File: config.mk
export PLATFORM = sky130hd
export DESIGN_NAME = decode_stage
export DESIGN_NICKNAME = d
export VERILOG_FILES = /design/src/rtl/decode_stage.sv
export SDC_FILE = /design/constraint.sdc
export NUM_CORES = 1
export LEC_CHECK = 0
export ABC_AREA = 1
export CAP_MARGIN = 30
export CELL_PAD_IN_SITES_DETAIL_PLACEMENT = 0
export CELL_PAD_IN_SITES_GLOBAL_PLACEMENT = 1
export CORE_AREA = 5 5 132 134
export CTS_BUF_LIST = sky130_fd_sc_hd__clkbuf_8
export DETAILED_ROUTE_END_ITERATION = 8
export DIE_AREA = 0 0 137 139
export DONT_BUFFER_PORTS = 1
export PLACE_DENSITY_LB_ADDON = 0.1
export SYNTH_ARGS = -nofsm -noshare
export SYNTH_HDL_FRONTEND = slang
export SYNTH_SLANG_ARGS = --single-unit
export TNS_END_PERCENT = 50
File: constraint.sdc
create_clock -name clk -period 5.5 [get_ports clk]
set_input_delay 1.1 -clock clk [delete_from_list [all_inputs] [get_ports clk]]
set_output_delay 1.1 -clock clk [all_outputs]
set_load 0.02 [all_outputs]
File: src/rtl/decode_stage.sv
`default_nettype none
// ============================================================================
// Module      : decode_stage
// Description : RV32I instruction decode stage. Register-file addressing,
//               immediate generation, writeback bypass, load-use hazard
//               detection and the ID/EX pipeline register.
// Revision    : 1.0 - initial release
// ============================================================================
module decode_stage (
    input  logic        clk,
    input  logic        reset,
    input  logic        in_valid,
    input  logic [31:0] in_pc,
    input  logic [31:0] in_inst,
    input  logic        flush,
    output logic [4:0]  addr_rs1,
    output logic [4:0]  addr_rs2,
    input  logic [31:0] rs1_data,
    input  logic [31:0] rs2_data,
    input  logic        wb_en,
    input  logic [4:0]  wb_rd,
    input  logic [31:0] wb_data,
    output logic        stall,
    output logic        out_valid,
    output logic [31:0] out_pc,
    output logic [31:0] out_inst,
    output logic [31:0] out_rs1_val,
    output logic [31:0] out_rs2_val,
    output logic [31:0] out_imm,
    output logic [4:0]  out_rd,
    output logic        out_reg_write,
    output logic        out_is_load
);

    localparam logic [6:0] c_OP_R      = 7'b0110011;
    localparam logic [6:0] c_OP_IALU   = 7'b0010011;
    localparam logic [6:0] c_OP_LOAD   = 7'b0000011;
    localparam logic [6:0] c_OP_STORE  = 7'b0100011;
    localparam logic [6:0] c_OP_BRANCH = 7'b1100011;
    localparam logic [6:0] c_OP_LUI    = 7'b0110111;
    localparam logic [6:0] c_OP_AUIPC  = 7'b0010111;
    localparam logic [6:0] c_OP_JAL    = 7'b1101111;
    localparam logic [6:0] c_OP_JALR   = 7'b1100111;

    logic [6:0]  w_opcode;
    logic [4:0]  w_rd;
    logic        w_rs1_used;
    logic        w_rs2_used;
    logic        w_writes_rd;
    logic        w_is_load;
    logic [31:0] w_imm;
    logic [31:0] w_rs1_val;
    logic [31:0] w_rs2_val;
    logic        w_hazard;

    assign w_opcode = in_inst[6:0];
    assign w_rd     = in_inst[11:7];
    assign addr_rs1 = in_inst[19:15];
    assign addr_rs2 = in_inst[24:20];

    // Source-usage, writeback and load classification from the opcode
    always_comb begin
        w_rs1_used  = 1'b1;
        w_rs2_used  = 1'b0;
        w_writes_rd = 1'b0;
        w_is_load   = 1'b0;
        case (w_opcode)
            c_OP_R: begin
                w_rs2_used  = 1'b1;
                w_writes_rd = 1'b1;
            end
            c_OP_IALU, c_OP_JALR: w_writes_rd = 1'b1;
            c_OP_LOAD: begin
                w_writes_rd = 1'b1;
                w_is_load   = 1'b1;
            end
            c_OP_STORE, c_OP_BRANCH: w_rs2_used = 1'b1;
            c_OP_LUI, c_OP_AUIPC, c_OP_JAL: begin
                w_rs1_used  = 1'b0;
                w_writes_rd = 1'b1;
            end
            default: ;
        endcase
    end

    // Immediate generation by instruction format; unknown formats yield zero
    always_comb begin
        w_imm = 32'd0;
        case (w_opcode)
            c_OP_IALU, c_OP_LOAD, c_OP_JALR:
                w_imm = {{20{in_inst[31]}}, in_inst[31:20]};
            c_OP_STORE:
                w_imm = {{20{in_inst[31]}}, in_inst[31:25], in_inst[11:7]};
            c_OP_BRANCH:
                w_imm = {{19{in_inst[31]}}, in_inst[31], in_inst[7],
                         in_inst[30:25], in_inst[11:8], 1'b0};
            c_OP_LUI, c_OP_AUIPC:
                w_imm = {in_inst[31:12], 12'd0};
            c_OP_JAL:
                w_imm = {{11{in_inst[31]}}, in_inst[31], in_inst[19:12],
                         in_inst[20], in_inst[30:21], 1'b0};
            default: w_imm = 32'd0;
        endcase
    end

    // Writeback bypass: the register file is read in the same cycle it is
    // written, so a matching writeback must override the stale read data.
    assign w_rs1_val = (wb_en && (wb_rd != 5'd0) && (wb_rd == addr_rs1)) ? wb_data : rs1_data;
    assign w_rs2_val = (wb_en && (wb_rd != 5'd0) && (wb_rd == addr_rs2)) ? wb_data : rs2_data;

    // Load-use hazard: the load in ID/EX produces a source this instruction needs
    assign w_hazard = in_valid && out_valid && out_is_load && (out_rd != 5'd0) &&
                      ((w_rs1_used && (out_rd == addr_rs1)) ||
                       (w_rs2_used && (out_rd == addr_rs2)));

    // A flush kills the slot anyway, so holding IF would only lose a cycle
    assign stall = w_hazard && !flush;

    // ID/EX pipeline register; flush or hazard inserts a bubble
    always_ff @(posedge clk or posedge reset) begin
        if (reset) begin
            out_valid     <= 1'b0;
            out_pc        <= 32'd0;
            out_inst      <= 32'd0;
            out_rs1_val   <= 32'd0;
            out_rs2_val   <= 32'd0;
            out_imm       <= 32'd0;
            out_rd        <= 5'd0;
            out_reg_write <= 1'b0;
            out_is_load   <= 1'b0;
        end else begin
            out_pc      <= in_pc;
            out_inst    <= in_inst;
            out_rs1_val <= w_rs1_val;
            out_rs2_val <= w_rs2_val;
            out_imm     <= w_imm;
            out_rd      <= w_rd;
            if (flush || w_hazard) begin
                out_valid     <= 1'b0;
                out_reg_write <= 1'b0;
                out_is_load   <= 1'b0;
            end else begin
                out_valid     <= in_valid;
                out_reg_write <= in_valid && w_writes_rd && (w_rd != 5'd0);
                out_is_load   <= in_valid && w_is_load;
            end
        end
    end

endmodule
`default_nettype wire

==> results of run 1 <==
## power by group through the flow
stage                     sequential [µW]  combinational [µW]  clock, µW
after floorplan                      1380                 116          0
after global placement               1400                 115          0
after detailed placement             1400                 120          0
after CTS                            1370                 120       1030
after global routing                 1380                 137       1080
final                                1370                 117        995
## metal layers
metal,vias up,wire [µm],GRT usage [%]
li1,1583,-,-
met1,1679,5410,17.5
met2,206,9120,31.4
met3,17,2090,9.47
met4,0,245,5.51
met5,-,0,0
## cell usage after synthesis
| cell type | n |
|---|---|
| nand4_1 | 2 |
| clkbuf_1 | 1 |
| a21oi_1 | 1 |
| buf_6 | 10 |
| o211ai_1 | 1 |
| nand2_1 | 116 |
| nand3_4 | 2 |
| xor2_1 | 2 |
| o2111ai_1 | 1 |
| nor2_4 | 1 |
| buf_4 | 18 |
| xnor2_1 | 13 |
| nand2_4 | 1 |
| nor3_1 | 2 |
| o21ai_0 | 14 |
| dfrtp_1 | 163 |
| o31ai_1 | 1 |
| o21ai_2 | 55 |
| nand2_2 | 2 |
| inv_2 | 1 |
| o21ai_1 | 11 |
| inv_1 | 66 |
| o22ai_1 | 3 |
| nand3_1 | 7 |
| nor2_1 | 20 |
| nor3_2 | 2 |
| a21boi_0 | 1 |
| nor2_2 | 1 |
## cells in the final DEF (no fill, tap or decap)
cell,count
a21boi_0,1
a21oi_1,1
buf_12,1
buf_16,1
buf_4,2
bufinv_16,4
clkbuf_8,17
clkinv_4,2
clkinv_8,1
clkinvlp_4,1
dfrtp_1,163
inv_1,65
inv_2,1
inv_6,4
inv_8,4
nand2_1,116
nand2_2,2
nand2_4,1
nand3_1,7
nand3_4,2
nand4_1,2
nor2_1,20
nor2_2,1
nor2_4,1
nor3_1,2
nor3_2,2
o2111ai_1,1
o211ai_1,1
o21ai_0,14
o21ai_1,11
o21ai_2,55
o22ai_1,3
o31ai_1,1
xnor2_1,13
xor2_1,2
## cells by family (layout without fill, tap and decap cells)
logic type,count (synthesis),after routing
AOI/OAI and AO/OA,88,88
xor gates and xnor gates,15,15
buffers and inverters,96,103
DFF,163,163
and+or+nand+nor,156,156
## worst max-delay path by stage
stage                           endpoint  startpoint  cells past startpoint
CTS                                stall  in_inst[1]                      9
floorplan           out_imm[0]$_DFF_PP0_       reset                      1
finish                             stall  in_inst[1]                      9
global route                       stall  in_inst[4]                      9
detailed placement                 stall  in_inst[1]                      9
global placement                   stall  in_inst[4]                      9
## stage by stage
step | total power [µW] | std cells
finish | 2480 | 745
global route | 2600 | 745
CTS | 2520 | 744
detailed placement | 1520 | 712
global placement | 1510 | 711
floorplan | 1490 | 518
## critical path: stages
cell and delay, ns:
nand2_1 0.09, inv_1 0.07, nand3_1 0.40, nand2_4 0.16, inv_1 0.12, nand3_1 0.08
nand2_1 0.06, nand2_1 0.06, nor2_1 0.31
## layout make-up
class / instances / area, µm² / share of cell area [%]
clock inverters: 15 / 234 / 3.55
well taps: 220 / 275 / 4.17
clock buffers: 17 / 234 / 3.55
multi-input cells: 259 / 1460 / 22.1
inverters: 67 / 255 / 3.87
repair buffers: 4 / 62.6 / 0.948
flip-flops and latches: 163 / 4080 / 61.8
## flip-flops by register name (all words and copies together), names as in the netlist
| name | cells |
|---|---|
| out_inst | 28 |
| out_pc | 32 |
| out_rs1_val | 32 |
| out_is_load | 1 |
| out_imm | 32 |
| out_reg_write | 1 |
| out_rd | 4 |
| out_rs2_val | 32 |
| out_valid | 1 |
==> out/metrics.yaml, run 1 <==
worst_setup_path:
  start_kind: "input pin"
  worstReg2RegEnd: "out_is_load$_DFF_PP0_"
  critPathArrivalTime_ns: 2.45
  worstPathRequired_ns: 4.40
  rrSetupSlack_ns: 3.88
  worstSetupPathType: "in -> out"
  cp-end-kind: "output pin"
  r2r_cells: 9
  worstPathMaxFanout: 13
  timing.rr.start: "out_rd[3]$_DFF_PP0_"
timing:
  setup_viol: 0
  worst_pin_slew_ns: 0.875
  timing.fmax_ghz: 0.282
  max_slew_margin_pct: 41.7
  period_minus_slack_ns: 3.55
  finalHoldViolations: 0
  min_period_over_period_pct: 64.5
  fin_worst_skew_ns: 0.00952
  slew_viol_final: 0
  setup_ws_ns: 1.95
  setup_tns_ns: 0
  hold_ws_ns: 0.544
  rsz0062_at_grt: "no"
synth:
  yosysTopAreaCell: "dfrtp_1"
  synthTopCellsByArea: "dfrtp_1 68%, o21ai_2 8.0%, nand2_1 7.2%"
  ys.warnings.count: 0
  yosys.area_share.simple_pct: 11.0
  syn_area_mm2: 0.00604
  avgSynthCellArea_um2: 11.7
  synth_fa_ha_area_share_pct: 0
  synthMuxAreaShare_pct: 0
  synth_nets: 688
  ys_seq_elements: 163
  synth_xor_area_share_pct: 2.18
  synth-seq-area-share_pct: 67.5
  netlist.area_leader.share_pct: 67.5
  synthCells: 518
  synth_cell_types: 28
  synth_top_family_by_area: "simple AND/OR/NAND/NOR gates"
  synth_compound_area_share_pct: 11.0
route:
  viasPerCell: 4.68
  wl_per_cell_um: 22.6
  num_vias: 3485
  first_pass_iters: 4
  drc_errors: 0
  initialDrtViolationCount: 136
  ant_nets: 0
  finalWirelength_um: 16900
floorplanning:
  ios: 349
  die_x_um: 137
  die_area_mm2: 0.0190
  num_rows: 47
  coreArea_mm2: 0.0162
  initial_utilization_pct: 37.3
  fp.dieH_um: 139
cts:
  clock_latency_ns: 0.45
  postCtsSetupRepairBufs: 0
  ctsHoldBuffers: 0
  cts_tree: "built"
  clock-sinks: 163
  cts_buffers: 17
  cts_root_buf: "clkbuf_8"
  ctsResizeCount: 0
  cts.htree.levels: 4
  cts.reportedPaths.clkPinSlew_ns: 0.09
  clockBufferDepth: 2
power:
  comb_power_share_pct: 4.7
  p_leak_uw: 0.00329
  powerDensity_mw_per_mm2: 376
  sw_frac_of_total_pct: 27.0
  switchingPower_uw: 670
  vdd_drop_max_v: 0.000121
  power.internal_uw: 1810
  pwr-share-clk_pct: 40.1
  seq_power_share_pct: 55.2
placement:
  placement.io_buffers: 0
  hpwl_um: 13100
  dp_slack_ns: 1.92
  place_congestion: 0.775
  post_dp_cell_area_mm2: 0.00610
finish:
  final_nets: 682
  synthToLayoutAreaGrowth_pct: 9.24
  drive_gt1_share_pct: 19.4
  diodes: 0
  utilization_pct: 40.8
  fillers: 1526
  design_area_mm2: 0.00660
global_routing:
  grt_max_degree: 65
  grt_use_total_pct: 17.7
  grt_pass1_vias: 3797
  overflow: 0
  grt_pass1_wl_um: 24600
  antenna_found_initial: 0
worst_hold_path:
  worstHoldPathType: "in -> async"
job:
  maxCapViolations: 0
outcome:
  status: "finished clean"
Note: power is estimated with default switching activity, not from simulation.
==> run 2, diff against run 1 <==
clock period = 3.13 ns   (was 5.5 ns; I/O delays follow)
==> run 2 against run 1 <==
Net effect:
- clock-buffer cell count is the same
- first-iteration DRC count shrank 8.8%
- sequential power grew 76%
- utilization fell by 0.32 points
- register-to-register slack worse by 2.4 ns
- non-clock buffer count increased by 4
- via count grew 0.98%
- highest routed layer unchanged
- sequential share of layout area rose by 0.50 points
==> out/metrics.yaml, run 2 (synthesis gave the netlist of run 1 again) <==
outcome:
  status: "finished clean"
finish:
  final_nets: 686  # +0.59%
  diodes: 0  # unchanged
  seq_area_mm2: 0.00408  # unchanged
  final_cells: 749  # +0.54%
  synthToLayoutAreaGrowth_pct: 8.37
  drive_gt1_share_pct: 19.8  # +0.42 points
  multi_input_area_mm2: 0.00146  # unchanged
  layout_commonest_cell: "dfrtp_1"
  fillers: 1552  # +1.7%
  layout_common_cells: "163 x dfrtp_1, 116 x nand2_1, 65 x inv_1"
floorplanning:
  coreArea_mm2: 0.0162  # unchanged
  die_x_um: 137  # unchanged
  fp.dieH_um: 139  # unchanged
  ios: 349  # unchanged
  initial_utilization_pct: 37.3  # unchanged
  die_area_mm2: 0.0190  # unchanged
  num_rows: 47  # unchanged
timing:
  fin_worst_skew_ns: 0.0127  # +0.00320 ns
  max_slew_margin_pct: 40.7  # -0.99 points
  setup_tns_ns: 0  # unchanged
  min_period_over_period_pct: 88.6
  rsz0062_at_grt: "no"
  timing.fmax_ghz: 0.361
  finalHoldViolations: 0  # unchanged
  period_minus_slack_ns: 2.77
  worst_pin_slew_ns: 0.890  # +0.0149 ns
  setup_viol: 0  # unchanged
  slew_viol_final: 0  # unchanged
cts:
  cts_buffers: 17  # unchanged
  clockBufferDepth: 2  # unchanged
  cts_root_buf: "clkbuf_8"
  clock-sinks: 163  # unchanged
  clock_latency_ns: 0.45  # about the same
  cts_tree: "built"
  cts.reportedPaths.clkPinSlew_ns: 0.10  # about the same
  postCtsSetupRepairBufs: 0  # unchanged
  cts.htree.levels: 4  # unchanged
route:
  drc_errors: 0  # unchanged
  finalWirelength_um: 17100  # +1.5%
  initialDrtViolationCount: 124  # -8.8%
  wl_per_cell_um: 22.9  # +0.99%
  first_pass_iters: 4  # unchanged
  ant_nets: 0  # unchanged
  num_vias: 3519  # +0.98%
  viasPerCell: 4.70  # +0.44%
power:
  p_leak_uw: 0.00325  # -1.1%
  power_uw: 4130  # +66%
  powerDensity_mw_per_mm2: 630  # +67%
  vdd_drop_max_v: 0.000229  # +89%
worst_setup_path:
  slowest_stage: "dfrtp_1"
  worstPathRequired_ns: 2.50  # -1.90 ns
  worstPathMaxFanout: 6  # -7
  worstSetupPathType: "reg -> out"
  start_kind: "flop"
  crit_top_cell: "nand2_1"
  cp-end-kind: "output pin"
  critPathArrivalTime_ns: 2.15  # -0.30 ns
  cp_cell_sequence: "nand2_1 -> nand2_1 -> nand3_1 -> nor2_1 -> nand3_1 -> nand2_1 -> nand2_1 -> nor2_1"
  cp_slowest_stage_delay_ns: 0.76  # +0.36 ns
  rrSetupSlack_ns: 1.49  # -2.39 ns
placement:
  place_congestion: 0.755  # -2.5%
  placement.io_buffers: 0  # unchanged
  placedCellCount: 716  # +0.56%
  hpwl_um: 13200  # +1.2%
global_routing:
  overflow: 0  # unchanged
  antenna_found_initial: 0  # unchanged
  grt_max_degree: 85  # +31%
  grt_pass1_vias: 3742  # -1.4%
  grt_pass1_wl_um: 24800  # +0.67%
  grt_use_total_pct: 17.9  # +0.17 points
job:
  maxCapViolations: 0  # unchanged
worst_hold_path:
  worstHoldPathType: "in -> reg"
==> run 2: cell types whose count changed in the layout (fill, tap and decap cells not counted), sizes merged <==
cell | previous run | this run
clkinvlp | 1 | 4
buf | 4 | 7
clkinv | 3 | 5
inv | 74 | 72
dlygate4sd3 | 0 | 1
bufinv | 4 | 1
==> run 2: worst paths after layout <==
kind | start | cells after the start | endpoint
worst max-delay path | out_rd[3]$_DFF_PP0_ | 8 | stall
worst min-delay path | in_inst[4] | 0 | out_inst[4]$_DFF_PP0_
worst max register to register | out_rd[3]$_DFF_PP0_ | 9 | out_is_load$_DFF_PP0_
worst min register to register | out_is_load$_DFF_PP0_ | 5 | out_reg_write$_DFF_PP0_
max in group asynchronous | reset | 3 | out_imm[4]$_DFF_PP0_
min in group asynchronous | reset | 2 | out_rs2_val[16]$_DFF_PP0_
==> run 2: area by class of cell <==
| type | instances | share of cell area (%) |
|---|---|---|
| Tap cell | 220 | 4.21 |
| Multi-Input combinational cell | 259 | 22.3 |
| Timing Repair Buffer | 8 | 1.15 |
| Clock inverter | 15 | 2.58 |
| Inverter | 67 | 3.90 |
| Sequential cell | 163 | 62.3 |
| Clock buffer | 17 | 3.57 |
==> run 2: report_power, final <==
part | internal [µW] | total (µW) | switching (µW) | leakage, µW
registers | 2210 | 2410 | 203 | 0.00198
logic | 69.8 | 208 | 138 | 0.00108
clock network | 664 | 1510 | 845 | 0.000193
==> run 2: repair_timing <==
| item | in CTS | in global routing |
|---|---|---|
| hold buffers | 1 | 0 |
| gates resized for setup | 0 | 0 |
| hold endpoints to repair | 11 | 0 |
==> run 2: metrics by stage <==
| stage | hold slack [ns] | worst slack, ns | util [%] | area [µm²] |
|---|---|---|---|---|
| 2_1_floorplan | 0.657 | 0.433 | - | 6040 |
| 5_1_grt | 0.121 | 0.134 | 40.5 | 6550 |
| 3_3_place_gp | 0.473 | 0.786 | 37.9 | 6130 |
| 6_report | 0.189 | 0.358 | 40.5 | 6550 |
| 4_1_cts | 0.143 | 0.275 | 40.5 | 6550 |
| 3_5_place_dp | 0.472 | 0.777 | 37.9 | 6130 |
==> run 2: critical path, delay by kind of cell, from the launching register on <==
| kind | cells | cell delay, ns |
|---|---|---|
| DFF | 1 | 0.76 |
| and+or+nand+nor | 8 | 0.92 |
==> run 2: per-layer routing <==
| layer | up-vias | GRT usage [%] | wire, µm |
|---|---|---|---|
| met3 | 13 | 9.25 | 2060 |
| met2 | 211 | 31.7 | 9340 |
| met1 | 1702 | 18.1 | 5520 |
| met4 | 0 | 5.25 | 210 |
| met5 | - | 0 | 0 |
| li1 | 1593 | - | - |
